[src/rtl/im_boot_loader_if.sv]
// Byte-stream input plus IM write port and CPU-control outputs of the boot loader.
// master = stream source / IM / CPU side, slave = the loader itself.
interface im_boot_loader_if #(parameter int IM_AW = 6);
  logic [7:0]       rx_data;
  logic             rx_valid;
  logic             rx_ready;
  logic             im_we;
  logic [IM_AW-1:0] im_addr;
  logic [31:0]      im_wd;
  logic             cpu_rst;
  logic             done;
  logic             err;
  logic [IM_AW:0]   words_loaded;

  modport master (output rx_data, rx_valid,
                  input  rx_ready, im_we, im_addr, im_wd, cpu_rst, done, err, words_loaded);
  modport slave  (input  rx_data, rx_valid,
                  output rx_ready, im_we, im_addr, im_wd, cpu_rst, done, err, words_loaded);
endinterface

[src/rtl/im_boot_loader.sv]
// Framed byte-serial image loader: header N, 4*N big-endian payload bytes, checksum.
// Writes words into IM and holds the CPU in reset until the checksum verifies.
module im_boot_loader #(
  parameter int IM_AW = 6
) (
  input logic clk,
  input logic rst,
  im_boot_loader_if.slave bus
);
  localparam int CAP = 1 << IM_AW;

  typedef enum logic [2:0] {HDR, DATA, CKSUM, RUN, ERR} state_t;

  state_t           state, state_nxt;
  logic [7:0]       sum, sum_nxt, n_q;
  logic [1:0]       bcnt;
  logic [23:0]      asm_q;
  logic [IM_AW:0]   wl;
  logic             acc, word_done, last_word, hdr_big;
  logic             we_q;
  logic [IM_AW-1:0] addr_q;
  logic [31:0]      wd_q;

  assign bus.rx_ready = (state == HDR) || (state == DATA) || (state == CKSUM);
  assign acc          = bus.rx_valid && bus.rx_ready;
  assign sum_nxt      = sum + bus.rx_data;
  assign hdr_big      = 32'(bus.rx_data) > 32'(CAP);
  assign last_word    = (32'(wl) + 32'd1) == 32'(n_q);

  assign bus.cpu_rst      = (state != RUN);
  assign bus.done         = (state == RUN);
  assign bus.err          = (state == ERR);
  assign bus.im_we        = we_q;
  assign bus.im_addr      = addr_q;
  assign bus.im_wd        = wd_q;
  assign bus.words_loaded = wl;

  always_ff @(posedge clk or posedge rst) begin
    if (rst) state <= HDR;
    else     state <= state_nxt;
  end

  always_comb begin
    state_nxt = state;
    word_done = 1'b0;
    unique case (state)
      HDR: if (acc) begin
        if (bus.rx_data == 8'h00) state_nxt = CKSUM;
        else if (hdr_big)         state_nxt = ERR;
        else                      state_nxt = DATA;
      end
      DATA: if (acc && bcnt == 2'd3) begin
        word_done = 1'b1;
        if (last_word) state_nxt = CKSUM;
      end
      CKSUM: if (acc) state_nxt = (sum_nxt == 8'h00) ? RUN : ERR;
      default: ;
    endcase
  end

  // Only the first three bytes of a word are buffered; the fourth goes straight to im_wd.
  always_ff @(posedge clk or posedge rst) begin
    if (rst) begin
      sum    <= '0;
      n_q    <= '0;
      bcnt   <= '0;
      asm_q  <= '0;
      wl     <= '0;
      we_q   <= 1'b0;
      addr_q <= '0;
      wd_q   <= '0;
    end else begin
      we_q <= word_done;
      if (acc) sum <= sum_nxt;
      if (acc && state == HDR) n_q <= bus.rx_data;
      if (acc && state == DATA) begin
        bcnt  <= bcnt + 2'd1;
        asm_q <= {asm_q[15:0], bus.rx_data};
      end
      if (word_done) begin
        addr_q <= wl[IM_AW-1:0];
        wd_q   <= {asm_q, bus.rx_data};
        wl     <= wl + 1'b1;
      end
    end
  end
endmodule

[src/flat_wrapper.sv]
// flat-port wrapper written by rule: the top's interface ports become plain ports
module im_boot_loader_flat 
#(
  parameter int IM_AW = 6
)
  (clk, rst, bus_rx_data, bus_rx_valid, bus_rx_ready, bus_im_we, bus_im_addr, bus_im_wd, bus_cpu_rst, bus_done, bus_err, bus_words_loaded);
  im_boot_loader_if #(.IM_AW(IM_AW)) bus_i ();
  input logic clk;
  input logic rst;
  input wire logic [$bits(bus_i.rx_data)-1:0] bus_rx_data;
  input wire logic [$bits(bus_i.rx_valid)-1:0] bus_rx_valid;
  output wire logic [$bits(bus_i.rx_ready)-1:0] bus_rx_ready;
  output wire logic [$bits(bus_i.im_we)-1:0] bus_im_we;
  output wire logic [$bits(bus_i.im_addr)-1:0] bus_im_addr;
  output wire logic [$bits(bus_i.im_wd)-1:0] bus_im_wd;
  output wire logic [$bits(bus_i.cpu_rst)-1:0] bus_cpu_rst;
  output wire logic [$bits(bus_i.done)-1:0] bus_done;
  output wire logic [$bits(bus_i.err)-1:0] bus_err;
  output wire logic [$bits(bus_i.words_loaded)-1:0] bus_words_loaded;
  assign bus_i.rx_data = bus_rx_data;
  assign bus_i.rx_valid = bus_rx_valid;
  assign bus_rx_ready = bus_i.rx_ready;
  assign bus_im_we = bus_i.im_we;
  assign bus_im_addr = bus_i.im_addr;
  assign bus_im_wd = bus_i.im_wd;
  assign bus_cpu_rst = bus_i.cpu_rst;
  assign bus_done = bus_i.done;
  assign bus_err = bus_i.err;
  assign bus_words_loaded = bus_i.words_loaded;
  im_boot_loader #(.IM_AW(IM_AW)) u_core (.clk(clk), .rst(rst), .bus(bus_i));
endmodule
[config.mk]
export PLATFORM = sky130hd
export DESIGN_NAME = im_boot_loader_flat
export DESIGN_NICKNAME = d
export VERILOG_FILES = /design/src/rtl/im_boot_loader_if.sv /design/src/rtl/im_boot_loader.sv /design/src/flat_wrapper.sv
export SDC_FILE = /design/constraint.sdc
export NUM_CORES = 1
export LEC_CHECK = 0
export ABC_AREA = 0
export CORE_UTILIZATION = 45
export DETAILED_ROUTE_END_ITERATION = 10
export GPL_ROUTABILITY_DRIVEN = 0
export GPL_TIMING_DRIVEN = 0
export PLACE_DENSITY = 0.74
export SETUP_SLACK_MARGIN = 0.2
export SYNTH_ARGS = -nofsm -noshare
export SYNTH_HDL_FRONTEND = slang
export SYNTH_SLANG_ARGS = --single-unit
[constraint.sdc]
create_clock -name clk -period 3.2 [get_ports clk]
set_clock_uncertainty 0.05 [all_clocks]
set_input_delay 0.32 -clock clk [delete_from_list [all_inputs] [get_ports clk]]
set_output_delay 0.32 -clock clk [all_outputs]
set_load 0.05 [all_outputs]
==> run summary, run 1 <==
Detailed Route WL - 8.44 mm
Buf+Inv Stages, Crit Path - 1
CP required - 3.40 ns
Synth top area share - 56.4%
Routed met1 length - 3.95 mm
Placement Rows - 34
Highest metal used - met4
Synth Instances - 382
Ant. Diodes - 0
Area after DPL - 4790 sq um
DRC viols - 0
Max Clock Freq - 0.357 GHz
Switch share - 44.0%
RSZ-0062 raised after global routing - no
P_int - 3.13 mW
Die Area - 9360 sq um
Family with the most delay on the worst path - simple AND/OR/NAND/NOR gates
Met3 WL post-DR - 269 um
Final instance area - 5010 sq um
Synth top cells by count - nand2_1, dfrtp_1, mux2_2, xnor2_1, nor2_1
Post-Syn Area - 4040 sq um
Worst slew margin - 52.4%
Logic pwr share - 49.1%
Area growth, synth to finish - 24.2%
Finished Layout Cells - 566
Hold WC Path Type - in2async
Fin. max-slew vios - 0
Worst-Margin Slew - 0.711 ns
Root buf cell - clkbuf_8
Final core utilization - 57.5%
Post-CTS repair timing setup buffer count - 0
Most common cell in the synthesized netlist - nand2_1
DRT Pass-1 Iters - 4
Total power - 5.59 mW
I/O pins - 61
Outcome - finished clean
Worst r2r src - u_core.sum[0]$_DFFE_PP0P_
LEAKAGE - 2.29 nW
Final Hold Fails - 0
Psw - 2.46 mW
Avg Cell Area, Syn - 10.6 sq um
Crit path kind - in2reg
GRT Overall Usage - 19.4%
Dpl hpwl - 6.00 mm
Nets - 474
Placeable Area - 8720 sq um
Initial antenna violation count - 0
Syn Nets - 403
Die Y - 96.7 um
First DRT Iteration DRCs - 130
Final setup fails - 0
Primary FF master, synth - dfrtp_1
Ys async rst share - 100%
Layout fillers - 722
Seq. cell area - 2280 sq um
Htree depth - 3
Distinct cells, synth - 39
Startpoint types - input pin
Synth warn - 0
Worst skew pair latency - 0.37 ns
Worst R2R Path Depth - 8
CP arrival - 3.01 ns
Post-route ant nets - 0
Bufs on Longest Clock Path - 2
Clock transition at path regs - 0.10 ns
Largest stage delay on the critical path - 0.59 ns
Routed wl met2 - 4.07 mm
Register area share after synthesis - 56.4%
Flop pwr share - 35.8%
Crit-path cells - clkdlybuf4s50_1, fa_1, a211oi_2, nor2_1, xnor2_1, nand4_1, or4_4, o311a_1
Multi-input gate area - 1680 sq um
Starting Density - 46.3%
CTS Buf Count - 9
Final Critical Period - 2.80 ns
Avg Vias per Cell - 5.12
Clock power share - 15.1%
Resized Gates After CTS - 0
Wire per inst - 14.9 um
Critical path fanouts, max - 6
Final Cycle Share - 87.6%
CP endpoint kind - flip-flop
Pwr per Cell Area - 1110 nW/um^2
Via count - 2898
Max-Cap Viols - 0
Reg2Reg Capture Point - u_core.state[2]$_DFFE_PP0P_
Dpl cells - 550
First-pass GRT wire length - 14.5 mm
Synth top area cells - dfrtp_1, nand2_1, mux2_2, xnor2_1, ha_1
Die width - 96.7 um
Pin count of the biggest net entering global routing - 71
Reg2Reg Setup Slack - 0.45 ns
GR Overflow Total - 0
Slowest cell on crit path - clkdlybuf4s50_1
CTS tree - yes
Cell taking the most area after synthesis - dfrtp_1
Layout cells sized above 1 - 14.4%
Number of flops mapped to enable cells by yosys - 0
Yosys reg bits - 91
Worst vdd ir - 0.511 mV
Port Buffer Count - 59
Vias in the first global route - 2993
Hold-fix buffers, CTS - 0
Clock sinks - 91
## state kept, by name, indices dropped and copies added, names as in the netlist
register	cells
u_core.bcnt	2
u_core.bus.im_addr	6
u_core.asm_q	24
u_core.bus.im_we	1
u_core.state	3
u_core.bus.words_loaded	7
u_core.bus.im_wd	32
u_core.sum	8
u_core.n_q	8
## per-layer routing
layer  track usage (%)  vias up
met1              25.6     1418
li1                  -     1399
met3              3.54       17
met2              31.6       64
met4              8.04        0
met5                 0        -
## worst max-delay path by stage
stage	cells past startpoint	slack [ns]	to	startpoint
floorplan	1	0.47	u_core.asm_q[0]$_DFFE_PP0P_	rst
global placement	2	-0.84	u_core.sum[5]$_DFFE_PP0P_	rst
detailed placement	9	-0.13	u_core.state[2]$_DFFE_PP0P_	bus_rx_data[0]
CTS	9	0.26	u_core.state[2]$_DFFE_PP0P_	bus_rx_data[0]
global route	8	0.31	u_core.state[2]$_DFFE_PP0P_	bus_rx_data[1]
finish	8	0.40	u_core.state[2]$_DFFE_PP0P_	bus_rx_data[1]
## cells by family after synthesis
| logic type | count (synthesis) | synth area share, % |
|---|---|---|
| compound gates | 25 | 4.59 |
| xor+xnor | 27 | 5.86 |
| fa+ha+maj | 10 | 3.28 |
| buf+inv | 20 | 1.92 |
| flops | 91 | 56.4 |
| mux | 38 | 10.6 |
| simple gates | 171 | 17.4 |
## power groups by stage
stage          clock network [mW]  logic [mW]  registers [mW]
2_1_floorplan                   0        1.28            2.68
3_3_place_gp                    0        2.68            2.00
3_5_place_dp                    0        2.75            2.02
4_1_cts                     0.857        2.76            2.00
5_1_grt                     0.898        2.97            2.07
6_report                    0.844        2.74            2.00
## area by class of cell
type,count,share of cell area [%]
buffer,15,1.17
clock buffer,9,2.47
clock inverter,7,1.87
inverter,5,0.424
multi-input combinational,271,33.6
sequential,91,45.4
tap,108,2.70
timing repair buffer,60,12.4
## cells in the final DEF (no fill, tap or decap), drive strengths merged, types with 2 or more instances in the layout
cell           synthesis  layout
or3                    4       4
buf                    5       6
nor2                  16      16
xor2                  10      10
nand3                  5       5
nor3                   3       3
nand2                134     134
clkdlybuf4s50          0      58
a21oi                  5       5
o21ai                  7       7
mux2                  38      38
xnor2                 17      17
inv                    4       7
o21bai                 2       2
clkinv                 1       3
dfrtp                 91      91
clkbuf                10      19
a211oi                 2       2
nand4                  2       2
ha                     9       9
o311ai                 2       2
## stage by stage
step	TNS [ns]	hold slack [ns]	worst slack [ns]
5_1_grt	0	0.223	0.306
4_1_cts	0	0.195	0.260
3_5_place_dp	-0.262	0.402	-0.132
6_report	0	0.194	0.395
3_3_place_gp	-76.62	0.401	-0.844
2_1_floorplan	0	0.375	0.466
No activity file was read; power rests on OpenSTA's default activity.
==> run 2: changes to the inputs <==
--- a/constraint.sdc
+++ b/constraint.sdc
@@ -4,2 +4,2 @@
 set_output_delay 0.32 -clock clk [all_outputs]
-set_load 0.05 [all_outputs]
+set_load 0.02 [all_outputs]
==> results of run 2 <==
The final DEF is identical to that of run 1. Status: finished clean.
Main changes from that run: total power 5.59 mW -> 5.07 mW; worst IR drop on VDD 0.511 mV -> 0.455 mV
==> run 3: changes to the inputs <==
GPL_TIMING_DRIVEN = 1   (was 0)
==> run 3 against run 2 <==
  * Sequential share of layout area rose by 0.091 points
  * Worst setup slack improved by 0.083 ns
  * Fmax increased by 3.0%
  * Final cell count decreased by 0.71%
  * Count of clock-buffer cells in the layout unchanged
  * Non-clock buffer count is 4 lower
  * Via count decreased by 1.4%
  * Clock power is 11% lower
  * Utilization is 0.11 points lower
==> run summary, run 3 (synthesized netlist as in run 1, its figures left out) <==
Outcome - finished clean
LEAKAGE - 2.30 nW (+0.37%)
CP arrival - 2.93 ns (-0.08 ns)
Detailed Route WL - 8.23 mm (-2.5%)
Final setup fails - 0 (unchanged)
Bufs on Longest Clock Path - 2 (unchanged)
Most frequent cells in the layout - nand2_1, dfrtp_1, clkdlybuf4s50_1
CP endpoint kind - flip-flop
Startpoint types - input pin
DRT Pass-1 Iters - 4 (unchanged)
Htree depth - 3 (unchanged)
Pin count of the biggest net entering global routing - 55 (-23%)
Critical path fanouts, max - 3 (-3)
Dpl hpwl - 5.81 mm (-3.2%)
Placeable Area - 8720 sq um (unchanged)
Ant. Diodes - 0 (unchanged)
Clock sinks - 91 (unchanged)
Die Y - 96.7 um (unchanged)
Port Buffer Count - 60 (+1.7%)
Resized Gates After CTS - 0 (unchanged)
Total power - 4.98 mW
First DRT Iteration DRCs - 156 (+20%)
Area growth, synth to finish - 23.9%
Via count - 2856 (-1.4%)
Die Area - 9360 sq um (unchanged)
Post-route ant nets - 0 (unchanged)
Worst vdd ir - 0.381 mV
GR Overflow Total - 0 (unchanged)
Dpl cells - 546 (-0.73%)
Vias in the first global route - 2956 (-1.2%)
CP required - 3.41 ns (about the same)
Root buf cell - clkbuf_8
Pwr per Cell Area - 996 nW/um^2
Starting Density - 46.3% (unchanged)
Placement Rows - 34 (unchanged)
Worst-Margin Slew - 0.917 ns (+0.205 ns)
Max-Cap Viols - 0 (unchanged)
Final Hold Fails - 0 (unchanged)
I/O pins - 61 (unchanged)
Hold-fix buffers, CTS - 0 (unchanged)
Worst slew margin - 38.8% (-14 points)
Finished Layout Cells - 562 (-0.71%)
Final Cycle Share - 85.1% (-2.6 points)
DRC viols - 0 (unchanged)
Largest register FFs - 32 (unchanged)
Nets - 470 (-0.84%)
Clock transition at path regs - 0.10 ns (about the same)
First-pass GRT wire length - 14.3 mm (-1.3%)
Post-CTS repair timing setup buffer count - 0 (unchanged)
CTS tree - yes
Fin Hold WS - 0.393 ns (+0.199 ns)
Crit path kind - in2reg
Initial antenna violation count - 0 (unchanged)
Setup tns final - 0 ns (unchanged)
Hold WC Path Type - in2async
Avg Vias per Cell - 5.08 (-0.75%)
Commonest non-fill, non-tap cell in the layout - nand2_1
RSZ-0062 raised after global routing - no
Wire per inst - 14.6 um (-1.8%)
Die width - 96.7 um (unchanged)
Final Critical Period - 2.72 ns (-0.0829 ns)
CTS Buf Count - 9 (unchanged)
Max Clock Freq - 0.367 GHz (+3.0%)
Fin. max-slew vios - 0 (unchanged)
GRT Overall Usage - 19.1% (-0.29 points)
Worst skew pair latency - 0.36 ns (about the same)
Layout cells sized above 1 - 16.5% (+2.1 points)
[run 3: where the power goes]
part / internal [mW] / switching (mW) / leakage (nW) / total (mW)
logic: 1.10 / 1.11 / 1.07 / 2.21
registers: 1.66 / 0.359 / 1.13 / 2.02
clock network: 0.304 / 0.449 / 0.0986 / 0.754
[run 3: stage by stage]
step	area (sq um)	setup WS, ns	util (%)
CTS	5000	0.489	57.4
finish	5000	0.478	57.4
global route	5000	0.330	57.4
detailed placement	4810	0.112	55.2
global placement	4810	0.151	55.2
floorplan	4040	0.466	-
[run 3: layout make-up]
cell class,count,area (sq um)
multi-input cells,271,1700
clock buffers,9,124
fillers,747,3720
flip-flops and latches,91,2280
repair buffers,71,683
clock inverters,7,66.3
well taps,108,135
inverters,5,20.0
[run 3: routing by layer]
layer | vias up | wire [um] | track usage (%)
li1 | 1389 | - | -
met5 | - | 0 | 0
met1 | 1396 | 3750 | 25.3
met2 | 59 | 4100 | 32.0
met3 | 12 | 256 | 2.89
met4 | 0 | 119 | 6.89
[run 3: path summary, 6_finish.rpt]
kind | startpoint | end | slack, ns | cells past startpoint
min in group clk | u_core.asm_q[22]$_DFFE_PP0P_ | u_core.bus.im_wd[30]$_DFFE_PP0P_ | 0.43 | 2
worst max register to register | u_core.sum[0]$_DFFE_PP0P_ | u_core.state[2]$_DFFE_PP0P_ | 0.49 | 8
worst min register to register | u_core.asm_q[22]$_DFFE_PP0P_ | u_core.bus.im_wd[30]$_DFFE_PP0P_ | 0.43 | 2
worst min-delay path | rst | u_core.bus.im_wd[27]$_DFFE_PP0P_ | 0.39 | 2
worst max-delay path | bus_rx_data[0] | u_core.state[2]$_DFFE_PP0P_ | 0.48 | 9
max in group asynchronous | rst | u_core.bus.im_wd[3]$_DFFE_PP0P_ | 1.90 | 3
[run 3: worst max-delay path, stage by stage]
cell and delay, ns:
clkdlybuf4s50_1 0.42, ha_1 0.24, fa_1 0.42, a211oi_2 0.27, o21bai_1 0.12, a21oi_2 0.15
xnor2_1 0.10, or4_4 0.54, o311a_1 0.35
